### config.mk
export PLATFORM = sky130hd
export DESIGN_NAME = sd_sinc3_decim_flat
export DESIGN_NICKNAME = d
export VERILOG_FILES = /design/src/rtl/sd_sinc3_decim_if.sv /design/src/rtl/sd_sinc3_decim.sv /design/src/flat_wrapper.sv
export SDC_FILE = /design/constraint.sdc
export NUM_CORES = 1
export LEC_CHECK = 0
export CORE_MARGIN = 8
export CORE_UTILIZATION = 50
export CTS_CLUSTER_SIZE = 30
export DETAILED_ROUTE_END_ITERATION = 8
export PLACE_DENSITY = 0.69
export SYNTH_ARGS = -nofsm -noshare
export SYNTH_HDL_FRONTEND = slang
export SYNTH_SLANG_ARGS = --single-unit
### constraint.sdc
create_clock -name i_clk -period 5.1 [get_ports i_clk]
set_input_delay 0.765 -clock i_clk [delete_from_list [all_inputs] [get_ports i_clk]]
set_output_delay 0.765 -clock i_clk [all_outputs]
set_load 0.03 [all_outputs]
### src/rtl/sd_sinc3_decim_if.sv
// Stream bundle for the sinc3 decimator: bitstream input side and decimated sample output side.
interface sd_sinc3_decim_if #(
    parameter int OUT_WIDTH = 8
);
    logic                 en;
    logic                 sd;
    logic [OUT_WIDTH-1:0] data;
    logic                 valid;

    modport master (output en, output sd, input data, input valid);
    modport slave  (input en, input sd, output data, output valid);
endinterface

### src/rtl/sd_sinc3_decim.sv
// Third-order CIC (sinc3) decimator: 1-bit sigma-delta stream in, saturated unsigned samples out.
module sd_sinc3_decim #(
    parameter int DEC_LOG2  = 5,
    parameter int OUT_WIDTH = 8
) (
    input  logic                i_clk,
    input  logic                i_rst,
    sd_sinc3_decim_if.slave     bus
);
    localparam int W  = 3*DEC_LOG2 + 1;
    localparam int FW = 3*DEC_LOG2;

    logic [W-1:0]          integ_reg [3];
    logic [W-1:0]          integ_in  [3];
    logic [W-1:0]          dly_reg   [3];
    logic [W-1:0]          comb_in   [3];
    logic [W-1:0]          comb_out  [3];
    logic [W-1:0]          x_reg;
    logic [W-1:0]          c3_reg;
    logic [DEC_LOG2-1:0]   dec_cnt_reg;
    logic [1:0]            warm_reg;
    logic                  comb_go_reg;
    logic                  emit_reg;
    logic                  out_go_reg;
    logic                  valid_reg;
    logic [OUT_WIDTH-1:0]  data_reg;
    logic                  strobe;
    logic [FW-1:0]         sat;

    // Integrator chain: each stage accumulates the previous stage's registered value.
    assign integ_in[0] = {{(W-1){1'b0}}, bus.sd};
    generate
        for (genvar gi = 1; gi < 3; gi++) begin : g_integ_in
            assign integ_in[gi] = integ_reg[gi-1];
        end
        for (genvar gi = 0; gi < 3; gi++) begin : g_comb
            assign comb_out[gi] = comb_in[gi] - dly_reg[gi];
        end
        for (genvar gi = 1; gi < 3; gi++) begin : g_comb_in
            assign comb_in[gi] = comb_out[gi-1];
        end
    endgenerate
    assign comb_in[0] = x_reg;

    assign strobe = bus.en & (&dec_cnt_reg);

    // Full-scale input lands exactly on 2^FW (MSB set); clamp it to all-ones.
    assign sat = c3_reg[W-1] ? {FW{1'b1}} : c3_reg[FW-1:0];

    always_ff @(posedge i_clk or posedge i_rst) begin
        if (i_rst) begin
            for (int i = 0; i < 3; i++) begin
                integ_reg[i] <= '0;
                dly_reg[i]   <= '0;
            end
            x_reg       <= '0;
            c3_reg      <= '0;
            dec_cnt_reg <= '0;
            warm_reg    <= '0;
            comb_go_reg <= 1'b0;
            emit_reg    <= 1'b0;
            out_go_reg  <= 1'b0;
            valid_reg   <= 1'b0;
            data_reg    <= '0;
        end else begin
            if (bus.en) begin
                for (int i = 0; i < 3; i++) begin
                    integ_reg[i] <= integ_reg[i] + integ_in[i];
                end
                dec_cnt_reg <= dec_cnt_reg + 1'b1;
            end

            if (strobe) begin
                x_reg <= integ_reg[2];
                if (warm_reg != 2'd2) begin
                    warm_reg <= warm_reg + 2'd1;
                end
            end
            comb_go_reg <= strobe;
            emit_reg    <= strobe && (warm_reg == 2'd2);

            // Comb stage runs the cycle after a strobe, independent of the enable.
            if (comb_go_reg) begin
                for (int i = 0; i < 3; i++) begin
                    dly_reg[i] <= comb_in[i];
                end
                c3_reg <= comb_out[2];
            end
            out_go_reg <= comb_go_reg && emit_reg;

            valid_reg <= out_go_reg;
            if (out_go_reg) begin
                data_reg <= sat[FW-1 -: OUT_WIDTH];
            end
        end
    end

    assign bus.data  = data_reg;
    assign bus.valid = valid_reg;
endmodule

### src/flat_wrapper.sv
// flat-port wrapper written by rule: the top's interface ports become plain ports
module sd_sinc3_decim_flat 
#(
    parameter int DEC_LOG2  = 5,
    parameter int OUT_WIDTH = 8
)
  (i_clk, i_rst, bus_en, bus_sd, bus_data, bus_valid);
  sd_sinc3_decim_if #(.OUT_WIDTH(OUT_WIDTH)) bus_i ();
  input  logic i_clk;
  input  logic i_rst;
  input wire logic [$bits(bus_i.en)-1:0] bus_en;
  input wire logic [$bits(bus_i.sd)-1:0] bus_sd;
  output wire logic [$bits(bus_i.data)-1:0] bus_data;
  output wire logic [$bits(bus_i.valid)-1:0] bus_valid;
  assign bus_i.en = bus_en;
  assign bus_i.sd = bus_sd;
  assign bus_data = bus_i.data;
  assign bus_valid = bus_i.valid;
  sd_sinc3_decim #(.DEC_LOG2(DEC_LOG2), .OUT_WIDTH(OUT_WIDTH)) u_core (.i_clk(i_clk), .i_rst(i_rst), .bus(bus_i));
endmodule
==> impl_metrics.py <==
metrics = {
    "synthesis": {
        "yosysSeqAreaShare_pct": 41.03,
        "yosysMostFrequentCell": "dfrtp_1",
        "synth_xor_area_share_pct": 6.623,
        "syn_inst": 897,
        "synthMuxAreaShare_pct": 6.300,
        "synth_warnings": 0,
        "synth_edf_count": 0,
        "syn_area_per_cell_um2": 9.520,
        "synth_fa_ha_area_share_pct": 12.51,
        "synth_top_family_by_area": "compound AO/OA/AOI/OAI gates",
        "synth.top_cell.area_share_pct": 41.03,
        "synthesis.nets": 984,
        "ys_ff_latch": 140,
        "syn_area_mm2": 0.008539,
        "synthSimpleGateAreaFrac_pct": 14.34,
        "synthArstFlopShare_pct": 100.0,
        "ys_top_cells_by_area": "dfrtp_1, ha_1, mux2_2, xnor2_1, nand2_1",
        "synth-compound-area-share_pct": 14.75,
        "synthDistinctLibCells": 65,
        "synth_largest_area_cell": "dfrtp_1",
        "synth_common_cells": "dfrtp_1, nand2_1, ha_1",
        "synth-main-ff-cell": "dfrtp_1",
    },
    "min_path": {
        "holdPathEnd": "u_core.dec_cnt_reg[3]",
        "hp-start": "u_core.dec_cnt_reg[3]",
        "min_path_cells": 1,
        "min_path_type": "reg -> reg",
    },
    "cts": {
        "cts.sinks": 140,
        "cts_tree": "done",
        "clkTransAtPathRegs_ns": 0.06,
        "root_buffer": "clkbuf_16",
        "cts_buffers": 17,
        "htreeDepth": 4,
        "clk_latency_ns": 0.42,
        "clock_path_buffers": 2,
    },
    "status": {
        "status": "completed",
    },
    "timing": {
        "fin_crit_sh_pct": 97.76,
        "rsz0062_at_grt": "true",
        "final-setup-viol-count": 0,
        "slew_headroom_pct": 31.43,
        "worst-slew-pin-transition_ns": 1.028,
        "hold_viol_final": 0,
        "fin_crit_ns": 4.986,
        "tns_ns": 0,
        "finalClockSkew_ns": 0.01190,
        "fmax_ghz": 0.2006,
        "drv_slew": 0,
    },
    "global_route": {
        "grt_usage_pct": 14.23,
        "grt_antenna_before_repair": 0,
        "grt_overflow": 0,
        "grt_pass1_wl_um": 26040,
        "grt_pass1_vias": 6028,
        "grt_max_degree": 117,
    },
    "cells_and_area": {
        "fin_util_pct": 58.17,
        "area_growth_pct": 13.36,
        "drive_gt1_share_pct": 12.93,
        "antenna_cells": 0,
        "largest_reg_flops": 48,
        "nFillCells": 1428,
        "fin_area_mm2": 0.009681,
        "finalNetCount": 1002,
    },
    "worst_setup_path": {
        "cp_common_cell": "a21oi_2",
        "reg2reg_slack_ns": 0.11,
        "crit_arrival_ns": 5.33,
        "worstPathMaxFanout": 3,
        "worstReg2RegEnd": "u_core.c3_reg[15]",
        "crit_chain": "inv_2 -> ha_4 -> nor2b_2 -> o31a_1 -> o21a_1 -> a21oi_2 -> xnor2_2 -> ha_1 -> a211o_1 -> or3_4 -> o21ai_2 -> inv_1 -> a21oi_2 -> xnor2_2 -> ha_1 -> and2_4 -> o21ai_4 -> o31ai_4 -> o41a_1 -> a21o_1 -> a21oi_2 -> xnor3_1 -> a21oi_1",
        "max_stage_delay_ns": 0.42,
        "crit_path_start_kind": "flop",
        "path_class": "reg -> reg",
        "crit_slowest_cell": "o41a_1",
        "rr_worst_depth": 23,
        "cp-end-kind": "flop",
        "required_ns": 5.44,
        "rr_startpoint": "u_core.dly_reg[33]",
    },
    "drt": {
        "drtPass1Iterations": 4,
        "drt_wl_total_um": 14750,
        "avgRoutedWirePerCell_um": 12.85,
        "vias": 6140,
        "drtAntennaViolNets": 0,
        "via_per_inst": 5.348,
        "drc_errors": 0,
        "drtIter0Drc": 237,
    },
    "placed_design": {
        "globalplace.congestion": 0.8121,
        "dp.final_hpwl_um": 10290,
        "placed_area_mm2": 0.008884,
        "portBuffers": 12,
    },
    "floorplan": {
        "placementRows": 47,
        "fp.coreArea_mm2": 0.01664,
        "dieHeight_um": 146.7,
        "start_util_pct": 51.31,
        "dieArea_mm2": 0.02152,
        "ioPinCount": 13,
        "die_w_um": 146.7,
    },
    "job": {
        "maxCapViolCount": 0,
    },
}
-- what timing repair did --
action / 4_1_cts / 5_1_grt
endpoints found under the setup margin: 1 / 3
setup buffers: 1 / 6
resized for setup: 1 / 26
hold buffers: 0 / 0
pin swaps: 2 / 19
-- routing by layer --
metal | global-route usage [%] | share of wire [%] | routed length [um] | vias to the layer above
met5 | 0 | 0 | 0 | -
met4 | 4.791 | 1.1 | 163 | 0
met3 | 3.739 | 3.3 | 482 | 12
met2 | 24.65 | 49 | 7169 | 66
met1 | 16.73 | 47 | 6936 | 2875
li1 | - | - | - | 3187
-- cells by family after synthesis --
logic type	after synthesis
buf+inv	101
flops	140
fa+ha+maj	83
xor+xnor	63
simple gates	261
mux	48
compound gates	201
-- metrics by stage --
step | setup slack (ns) | hold WS, ns | instances
2_1_floorplan | 0.3001 | 0.3519 | 897
3_3_place_gp | 0.1104 | 0.4533 | 1109
3_5_place_dp | -0.004970 | 0.4617 | 1109
4_1_cts | 0.001371 | 0.4742 | 1142
5_1_grt | -0.1105 | 0.4955 | 1148
6_report | 0.1144 | 0.4713 | 1148
-- cells in the final DEF (no fill, tap or decap), types with 4 or more instances in the layout --
master           instances
dfrtp_1                139
nand2_1                 87
nor2_1                  76
ha_1                    76
inv_1                   73
o21ai_0                 61
mux2_2                  46
a21oi_1                 42
xnor2_1                 38
xor2_1                  22
clkbuf_16               17
nor3_1                  15
a21o_1                  15
nand3_1                 15
buf_4                   13
clkdlybuf4s50_1         11
a31oi_1                 10
and3_1                  10
o21ai_1                  9
nand2b_1                 8
nand4_1                  7
nor2b_1                  7
o31ai_1                  7
and2_1                   6
o21a_1                   6
inv_6                    6
or3_1                    4
a21boi_0                 4
a211o_1                  4
a21oi_2                  4
bufinv_16                4
-- final cells by class --
cell class              count  area, um^2  share of cell area [%]
multi-input cells         656        4767                   49.24
flip-flops and latches    140        3505                   36.20
clock buffers              18       429.2                   4.433
inverters                  75       286.5                   2.960
well taps                 220       275.3                   2.843
repair buffers             25       212.7                   2.197
clock inverters            14       205.2                   2.120
-- worst max-delay path, delay by kind of cell (launching register included) --
family                     cells  cell delay (ns)
DFF                            1             0.40
buffers and inverters          2             0.16
AOI/OAI and AO/OA             12             2.49
and+or+nand+nor                3             0.63
xor gates and xnor gates       3             0.46
adders and majority gates      3             0.77
-- how the worst max path moves through the flow --
stage / startpoint / to / cells past startpoint
after CTS: u_core.x_reg[0] / u_core.c3_reg[15] / 25
after global placement: u_core.x_reg[1] / u_core.c3_reg[15] / 22
after global routing: u_core.dly_reg[33] / u_core.c3_reg[15] / 23
after detailed placement: u_core.x_reg[0] / u_core.c3_reg[15] / 25
final: u_core.dly_reg[33] / u_core.c3_reg[15] / 23
after floorplan: u_core.x_reg[1] / u_core.c3_reg[15] / 22
Power is not shown: default switching activity piles up to over one toggle a cycle in this logic, so the estimate is an artifact.
